**src/rtl/vga_timing_pkg.sv**
```systemverilog
// Shared state encoding, counter width and default 640x480@60 timing for the VGA timing controller.
package vga_timing_pkg;

  localparam int CNT_W = 10;

  localparam int DEF_H_VISIBLE = 640;
  localparam int DEF_H_FP      = 16;
  localparam int DEF_H_SYNC    = 96;
  localparam int DEF_H_BP      = 48;
  localparam int DEF_V_VISIBLE = 480;
  localparam int DEF_V_FP      = 10;
  localparam int DEF_V_SYNC    = 2;
  localparam int DEF_V_BP      = 33;

  typedef enum logic [1:0] {
    ST_VIS   = 2'd0,
    ST_FRONT = 2'd1,
    ST_SYNCP = 2'd2,
    ST_BACK  = 2'd3
  } axis_state_e;

  function automatic axis_state_e next_state(input axis_state_e s);
    case (s)
      ST_VIS:   return ST_FRONT;
      ST_FRONT: return ST_SYNCP;
      ST_SYNCP: return ST_BACK;
      default:  return ST_VIS;
    endcase
  endfunction

endpackage

```
**src/rtl/vga_axis_fsm.sv**
```systemverilog
// One timing axis: VIS -> FRONT -> SYNCP -> BACK, with a count that restarts at 0 in every state.
module vga_axis_fsm
  import vga_timing_pkg::*;
#(
  parameter int VIS_LEN  = DEF_H_VISIBLE,
  parameter int FP_LEN   = DEF_H_FP,
  parameter int SYNC_LEN = DEF_H_SYNC,
  parameter int BP_LEN   = DEF_H_BP
) (
  input  logic             clk,
  input  logic             nrst,
  input  logic             adv,
  output axis_state_e      state,
  output logic [CNT_W-1:0] cnt
);

  localparam logic [CNT_W-1:0] VIS_LAST  = CNT_W'(VIS_LEN - 1);
  localparam logic [CNT_W-1:0] FP_LAST   = CNT_W'(FP_LEN - 1);
  localparam logic [CNT_W-1:0] SYNC_LAST = CNT_W'(SYNC_LEN - 1);
  localparam logic [CNT_W-1:0] BP_LAST   = CNT_W'(BP_LEN - 1);

  axis_state_e      state_q, state_d;
  logic [CNT_W-1:0] cnt_q, cnt_d;
  logic [CNT_W-1:0] last;

  always_comb begin
    case (state_q)
      ST_VIS:   last = VIS_LAST;
      ST_FRONT: last = FP_LAST;
      ST_SYNCP: last = SYNC_LAST;
      default:  last = BP_LAST;
    endcase
  end

  always_comb begin
    state_d = state_q;
    cnt_d   = cnt_q;
    if (adv) begin
      if (cnt_q == last) begin
        state_d = next_state(state_q);
        cnt_d   = '0;
      end else begin
        cnt_d = cnt_q + CNT_W'(1);
      end
    end
  end

  always_ff @(posedge clk or negedge nrst) begin
    if (!nrst) begin
      state_q <= ST_VIS;
      cnt_q   <= '0;
    end else begin
      state_q <= state_d;
      cnt_q   <= cnt_d;
    end
  end

  assign state = state_q;
  assign cnt   = cnt_q;

endmodule

```
**src/rtl/vga_timing_ctrl.sv**
```systemverilog
// VGA sync/visible-area generator; the axis FSMs hold the next pixel, outputs show the pixel just entered.
// Optional vsync interrupt (irq/irq_ack) enabled by defining VGA_TIMING_VSYNC_IRQ_EN.
module vga_timing_ctrl
  import vga_timing_pkg::*;
#(
  parameter int H_VISIBLE = DEF_H_VISIBLE,
  parameter int H_FP      = DEF_H_FP,
  parameter int H_SYNC    = DEF_H_SYNC,
  parameter int H_BP      = DEF_H_BP,
  parameter int V_VISIBLE = DEF_V_VISIBLE,
  parameter int V_FP      = DEF_V_FP,
  parameter int V_SYNC    = DEF_V_SYNC,
  parameter int V_BP      = DEF_V_BP
) (
  input  logic       clk,
  input  logic       nrst,
  input  logic       pix_en,
  output logic       hsync_n,
  output logic       vsync_n,
  output logic       vis,
  output logic [9:0] x,
  output logic [9:0] y,
  output logic       frame_start
`ifdef VGA_TIMING_VSYNC_IRQ_EN
  ,
  output logic       irq,
  input  logic       irq_ack
`endif
);

  localparam logic [CNT_W-1:0] H_BP_LAST = CNT_W'(H_BP - 1);

  axis_state_e      h_state, v_state;
  logic [CNT_W-1:0] h_cnt, v_cnt;
  logic             h_wrap;

  assign h_wrap = pix_en && (h_state == ST_BACK) && (h_cnt == H_BP_LAST);

  vga_axis_fsm #(
    .VIS_LEN (H_VISIBLE),
    .FP_LEN  (H_FP),
    .SYNC_LEN(H_SYNC),
    .BP_LEN  (H_BP)
  ) u_h_axis (
    .clk  (clk),
    .nrst (nrst),
    .adv  (pix_en),
    .state(h_state),
    .cnt  (h_cnt)
  );

  vga_axis_fsm #(
    .VIS_LEN (V_VISIBLE),
    .FP_LEN  (V_FP),
    .SYNC_LEN(V_SYNC),
    .BP_LEN  (V_BP)
  ) u_v_axis (
    .clk  (clk),
    .nrst (nrst),
    .adv  (h_wrap),
    .state(v_state),
    .cnt  (v_cnt)
  );

  logic       hsync_n_q, hsync_n_d;
  logic       vsync_n_q, vsync_n_d;
  logic       vis_q, vis_d;
  logic [9:0] x_q, x_d;
  logic [9:0] y_q, y_d;
  logic       frame_start_q, frame_start_d;
  logic       at_origin;

  assign at_origin = (h_state == ST_VIS) && (v_state == ST_VIS) &&
                     (h_cnt == '0) && (v_cnt == '0);

  always_comb begin
    hsync_n_d     = hsync_n_q;
    vsync_n_d     = vsync_n_q;
    vis_d         = vis_q;
    x_d           = x_q;
    y_d           = y_q;
    frame_start_d = 1'b0;
    if (pix_en) begin
      hsync_n_d     = (h_state != ST_SYNCP);
      vsync_n_d     = (v_state != ST_SYNCP);
      vis_d         = (h_state == ST_VIS) && (v_state == ST_VIS);
      x_d           = (h_state == ST_VIS) ? h_cnt : '0;
      y_d           = (v_state == ST_VIS) ? v_cnt : '0;
      frame_start_d = at_origin;
    end
  end

  always_ff @(posedge clk or negedge nrst) begin
    if (!nrst) begin
      hsync_n_q     <= 1'b1;
      vsync_n_q     <= 1'b1;
      vis_q         <= 1'b0;
      x_q           <= '0;
      y_q           <= '0;
      frame_start_q <= 1'b0;
    end else begin
      hsync_n_q     <= hsync_n_d;
      vsync_n_q     <= vsync_n_d;
      vis_q         <= vis_d;
      x_q           <= x_d;
      y_q           <= y_d;
      frame_start_q <= frame_start_d;
    end
  end

  assign hsync_n     = hsync_n_q;
  assign vsync_n     = vsync_n_q;
  assign vis         = vis_q;
  assign x           = x_q;
  assign y           = y_q;
  assign frame_start = frame_start_q;

`ifdef VGA_TIMING_VSYNC_IRQ_EN
  logic irq_q, irq_d;

  // A new set beats a coincident acknowledge so no vsync event is lost.
  always_comb begin
    irq_d = irq_q;
    if (irq_ack) irq_d = 1'b0;
    if (pix_en && (v_state == ST_FRONT) && (v_cnt == '0) &&
        (h_state == ST_VIS) && (h_cnt == '0)) irq_d = 1'b1;
  end

  always_ff @(posedge clk or negedge nrst) begin
    if (!nrst) irq_q <= 1'b0;
    else       irq_q <= irq_d;
  end

  assign irq = irq_q;
`endif

endmodule

```
**config.mk**
```make
export PLATFORM = sky130hd
export DESIGN_NAME = vga_timing_ctrl
export DESIGN_NICKNAME = d
export VERILOG_FILES = /design/src/rtl/vga_timing_pkg.sv /design/src/rtl/vga_axis_fsm.sv /design/src/rtl/vga_timing_ctrl.sv
export SDC_FILE = /design/constraint.sdc
export NUM_CORES = 1
export LEC_CHECK = 0
export CORE_MARGIN = 8
export CORE_UTILIZATION = 51
export DETAILED_ROUTE_END_ITERATION = 16
export PLACE_DENSITY = 0.76
export SYNTH_ARGS = -nofsm -noshare
export SYNTH_HDL_FRONTEND = slang
export SYNTH_SLANG_ARGS = --single-unit
```
**constraint.sdc**
```tcl
create_clock -name clk -period 2.3 [get_ports clk]
set_clock_uncertainty 0.2 [all_clocks]
set_input_delay 0.23 -clock clk [delete_from_list [all_inputs] [get_ports clk]]
set_output_delay 0.23 -clock clk [all_outputs]
set_load 0.05 [all_outputs]
```
Word level (Yosys, flattened, before mapping)
Index checks and enable logic that the tools add are counted.
{"block": "totals", "word_cells": 42, "regBits": 48}
{"block": "op_classes", "reduce_logical": 11, "n_eq_ne": 10, "muxes": 9, "addsub": 2}
{"op": "two-way mux 10 bit", "n": 4}
{"op": "case mux 10 bit (3 select lines)", "n": 1}
{"op": "case mux 9 bit (3 select lines)", "n": 1}
{"op": "adder 10 x 1 -> 10 bit (second input constant)", "n": 2}
{"op": "zero test 10 bit", "n": 2}
{"op": "case mux 2 bit (3 select lines)", "n": 2}
{"op": "== test 10 bit", "n": 1}
{"op": "== test 10 x 6 -> 1 bit (second input constant)", "n": 1}
{"op": "== test 10 x 9 -> 1 bit", "n": 1}
{"op": "== test 2 bit (second input constant)", "n": 3}
{"op": "logical AND 1 bit", "n": 5}
{"op": "== test 2 x 1 -> 1 bit (second input constant)", "n": 2}
{"op": "zero test 2 bit", "n": 2}
{"op": "inequality test 2 bit (second input constant)", "n": 2}
{"op": "AND reduction 2 bit", "n": 2}
{"op": "two-way mux 1 bit", "n": 1}

Logic depth before layout (Yosys ltp)
{"block": "logic_depth", "word_depth": 5, "ltp_mapped": 7}

Hierarchy
A second synthesis with hierarchy kept.
{"block": "unflattened", "cells_unflattened": 254, "area_unflattened_um2": 2446.1}
{"module": "vga_timing_ctrl", "cells_per_inst": 111, "area_per_inst_um2": 1033.5, "seq_area_each_um2": 603.1, "n_inst": 1}
{"module": "vga_axis_fsm (u_v_axis)", "cells_per_inst": 75, "area_per_inst_um2": 758.2, "seq_area_each_um2": 300.3, "n_inst": 1}
{"module": "vga_axis_fsm (u_h_axis)", "cells_per_inst": 68, "area_per_inst_um2": 654.4, "seq_area_each_um2": 300.3, "n_inst": 1}

Worst setup path before layout
Ideal clock, no wire load.
{"block": "synth_path", "kind": "register -> register", "from": "reg u_h_axis.cnt_q[4], in the netlist u_h_axis.cnt[4]", "to": "reg u_v_axis.state_q[1], in the netlist u_v_axis.state[1]", "stages_incl_launch_ff": 6, "t_arrival_ns": 2.130, "n_path_buf": 1, "slack_ns": -0.155, "setup_time_ns": 0.125, "required_ns": 1.975, "path_cell_list": "dfrtp_1 buf_6 or4_4 or4_4 nor3_4 mux2_4"}
{"block": "synth_between", "elab_chain_len": 3}
{"element": "from (decl)", "line": "vga_axis_fsm.sv:23", "text": "logic [CNT_W-1:0] cnt_q, cnt_d;"}
{"element": "from (signal assigned)", "line": "vga_axis_fsm.sv:54", "text": "cnt_q <= cnt_d;"}
{"element": "== test 10 x 6 -> 1 bit", "line": "vga_timing_ctrl.sv:37", "text": "assign h_wrap = pix_en && (h_state == ST_BACK) && (h_cnt == H_BP_LAST);"}
{"element": "logical AND 1 bit", "line": "vga_timing_ctrl.sv:37"}
{"element": "AND reduction 2 bit (no source line)"}
{"element": "to (signal assigned)", "line": "vga_axis_fsm.sv:53", "text": "state_q <= state_d;"}
{"element": "to (decl)", "line": "vga_axis_fsm.sv:22", "text": "axis_state_e state_q, state_d;"}
No other way between the ends.
A chain may end at the register's enable or synchronous reset.

Worst setup path in the final report
{"block": "layout_path", "from": "reg u_v_axis.state_q[0], in the netlist u_v_axis.state[0]", "to": "reg u_v_axis.state_q[1], in the netlist u_v_axis.state[1]"}
{"block": "layout_between", "elab_chain_len": 4}
{"element": "== test 2 bit (tied with other cells)", "line": "vga_timing_pkg.sv:23, vga_axis_fsm.sv:27"}
{"element": "case mux 9 bit (3 select lines)", "line": "vga_axis_fsm.sv:27", "text": "case (state_q)"}
{"element": "== test 10 x 9 -> 1 bit", "line": "vga_axis_fsm.sv:39", "text": "if (cnt_q == last) begin"}
{"element": "AND reduction 2 bit (no source line)"}
Several ways; a longest one is shown, not always the timed one.

==> impl_results.md <==
- Outcome: finished, final reports clean
- HPWL after DPL: 3.81 mm
- Crit path buffers/inverters: 0
- Sequential power share: 0.434
- Pwr/cell area: 737 nW/µm²
- Placed cell area: 3000 µm²
- Starting Density: 0.529
- Die area: 7440 µm²
- GRT overflow: 0
- Kind of critical path: register to register
- Met3 Use GR: 0.0350
- Max rail drop VDD: 0.420 mV
- Hold Vio Cnt, Final: 0
- LEAKAGE: 1.37 nW
- CTS buffer count: 5
- Gr busiest metal: met2
- Max incr delay on CP: 0.45 ns
- Routability congestion estimate: 0.878
- Setup violators final: 0
- Slowest-stage cell, CP: a2111o_1
- Clock share of power: 0.260
- Crit path max-delay family: simple AND/OR/NAND/NOR gates
- Reg clk slew, reported paths: 0.08 ns
- Layout area overhead: 24.7%
- Cell Rows: 25
- Tcrit/Tclk final: 0.984
- Fillers: 384
- Synth Cell Area: 2520 µm²
- Synthesis Warnings: 0
- Max Buffers Root-to-Sink: 2
- Sw Ratio: 0.325
- CP arrival: 2.25 ns
- Routing usage on met2: 0.229
- Final wirelength: 5.43 mm
- Met1 Use GR: 0.212
- I/O Pins: 27
- Pint: 0.00156 W
- CP max FO: 4
- Crit path capture type: register
- Root buffer cell: clkbuf_8
- Core Util, Final: 0.660
- Post-synthesis net count: 281
- Drt pass-1 iters: 4
- # nets final: 327
- Synthesized area per cell: 9.46 µm²
- Die width: 86.3 µm
- Most common cell after layout, fill and taps aside: dfrtp_1
- Sequential area share after synthesis: 0.478
- Worst skew pair latency: 0.31 ns
- Tightest Pin Transition: 0.513 ns
- Worst endpoint required time: 2.29 ns
- Vias: 2,065
- Most frequent cells in the layout: dfrtp_1 (46), inv_1 (34), o21ai_0 (33)
- Setup_tns: 0 ns
- DRT antenna net count: 0
- Max-Slew Margin vs Limit: 0.657
- Hold_ws: 0.229 ns
- Global-route wire length before repair: 9.17 mm
- Slew Limit Fails: 0
- Vias per Instance: 5.43
- Net Sw Power: 0.000751 W
- Largest net degree at the start of global routing: 61
- Routed WL per cell: 14.3 µm
- RSZ-0062 raised after global routing: true
- Initial antenna violation count: 0
- Final Cell Area: 3140 µm²
- Initial drt markers: 168
- CTS tree: yes
- Hold Crit Class: primary input to asynchronous set/reset pin
- Gr usage total: 0.155
- Final min period: 2.26 ns
- Comb power frac: 0.306
- CTS Sinks: 48
- Max cap viols: 0
- Number of global-route vias before repair: 1,902
- Core area: 4750 µm²
- Netlist cell types: 45
- CP Cell Sequence: ha_2 -> or3b_4 -> a2111o_1 -> nor3_4 -> mux2_4
- Layout cells sized above 1: 0.166
- Ant. Diodes: 0
- Crit start category: register
- Mapped Cells: 266
- Drt drc: 0
- Number of synthesized register bits: 48
- Final Power: 0.00231 W
- Port Buffers: 26
- Number of H-tree levels: 2
- Fmax: 0.442 GHz
- Die Y: 86.3 µm
==> cell families (layout without fill, tap and decap cells) <==
kind of cell | after synthesis | count (layout) | synth area share
AO/OA/AOI/OAI | 55 | 55 | 0.125
buffers and inverters | 50 | 97 | 0.0805
multiplexers | 6 | 6 | 0.0263
XOR/XNOR | 10 | 10 | 0.0348
AND/OR/NAND/NOR | 85 | 85 | 0.196
flip-flops | 48 | 48 | 0.478
adder cells (fa/ha/maj) | 12 | 12 | 0.0596
==> power groups by stage <==
stage / sequential [W] / combinational [W] / clock, W
detailed placement: 0.00102 / 0.000692 / 0
global route: 0.00102 / 0.000789 / 0.000644
CTS: 0.00100 / 0.000695 / 0.000610
global placement: 0.00102 / 0.000678 / 0
floorplan: 0.00111 / 0.000357 / 0
finish: 0.00100 / 0.000708 / 0.000600
==> through the flow <==
| step | std cells | setup WS, ns |
|---|---|---|
| 2_1_floorplan | 266 | -0.0559 |
| 3_3_place_gp | 370 | 0.0584 |
| 3_5_place_dp | 370 | -0.0120 |
| 4_1_cts | 379 | 0.00182 |
| 5_1_grt | 380 | -0.0360 |
| 6_report | 380 | 0.0379 |
==> state kept, by name (all words and copies together) (netlist names) <==
signal          count
hsync_n             1
u_h_axis.cnt       10
vis                 1
u_v_axis.state      2
vsync_n             1
x                  10
frame_start         1
u_h_axis.state      2
y                  10
u_v_axis.cnt       10
==> worst min-delay path, cell delays in order <==
cell           delay [ns]
dlygate4sd3_1        0.52
buf_2                0.12
buf_12               0.24
==> cells in the mapped netlist (all sizes together) <==
cell	count	area (µm²)
a2111o	1	11.3
a211oi	1	7.51
a21oi	6	30.0
and2	2	12.5
and3	3	18.8
and4	3	26.3
buf	5	33.8
clkbuf	11	41.3
dfrtp	46	1150
dfstp	2	52.6
ha	12	150
inv	34	128
mux2	2	26.3
mux2i	4	40.0
nand2	13	48.8
nand2b	3	18.8
nand3	30	150
nand3b	2	15.0
nand4	6	37.5
nand4b	1	8.76
nor2	6	22.5
nor2b	1	6.26
nor3	2	21.3
nor3b	1	7.51
nor4	2	18.8
nor4b	1	8.76
o211ai	4	30.0
o21a	1	7.51
o21ai	34	170
o21bai	1	7.51
o22ai	5	31.3
o2bb2ai	1	8.76
o32a	1	10.0
or2	2	12.5
or3	2	12.5
or3b	1	8.76
or4	4	37.5
xnor2	5	43.8
xor2	5	43.8
==> layout make-up <==
| class | instances | area [µm²] | area share |
|---|---|---|---|
| multi-input cells | 168 | 1130 | 0.360 |
| flip-flops and latches | 48 | 1200 | 0.383 |
| well taps | 67 | 83.8 | 0.0267 |
| inverters | 34 | 128 | 0.0407 |
| clock buffers | 7 | 76.3 | 0.0243 |
| repair buffers | 55 | 487 | 0.155 |
| clock inverters | 1 | 30.0 | 0.00957 |
==> per-layer routing <==
layer  up-vias  part of all wire
met3         6             0.054
met2        54              0.46
li1       1002                 -
met1      1003              0.48
met4         0             0.012
met5         -                 0
==> final timing paths <==
kind                       slack [ns]              start                 to  cells past startpoint
setup / recovery                 0.04  u_v_axis.state[0]  u_v_axis.state[1]                      5
hold / removal                   0.23               nrst    u_v_axis.cnt[5]                      3
min in group clk                 0.23             pix_en    u_h_axis.cnt[4]                      5
setup reg to reg                 0.04  u_v_axis.state[0]  u_v_axis.state[1]                      5
max in group asynchronous        1.38               nrst            hsync_n                      3
hold reg to reg                  0.27            hsync_n            hsync_n                      2
==> repair_timing <==
action	CTS	global route
gates resized for setup	1	5
setup buffers	0	1
hold buffers	1	0
endpoints found under the setup margin	7	19
hold endpoints to repair	48	0
pin swaps	0	2
No activity file was read; power rests on OpenSTA's default activity.
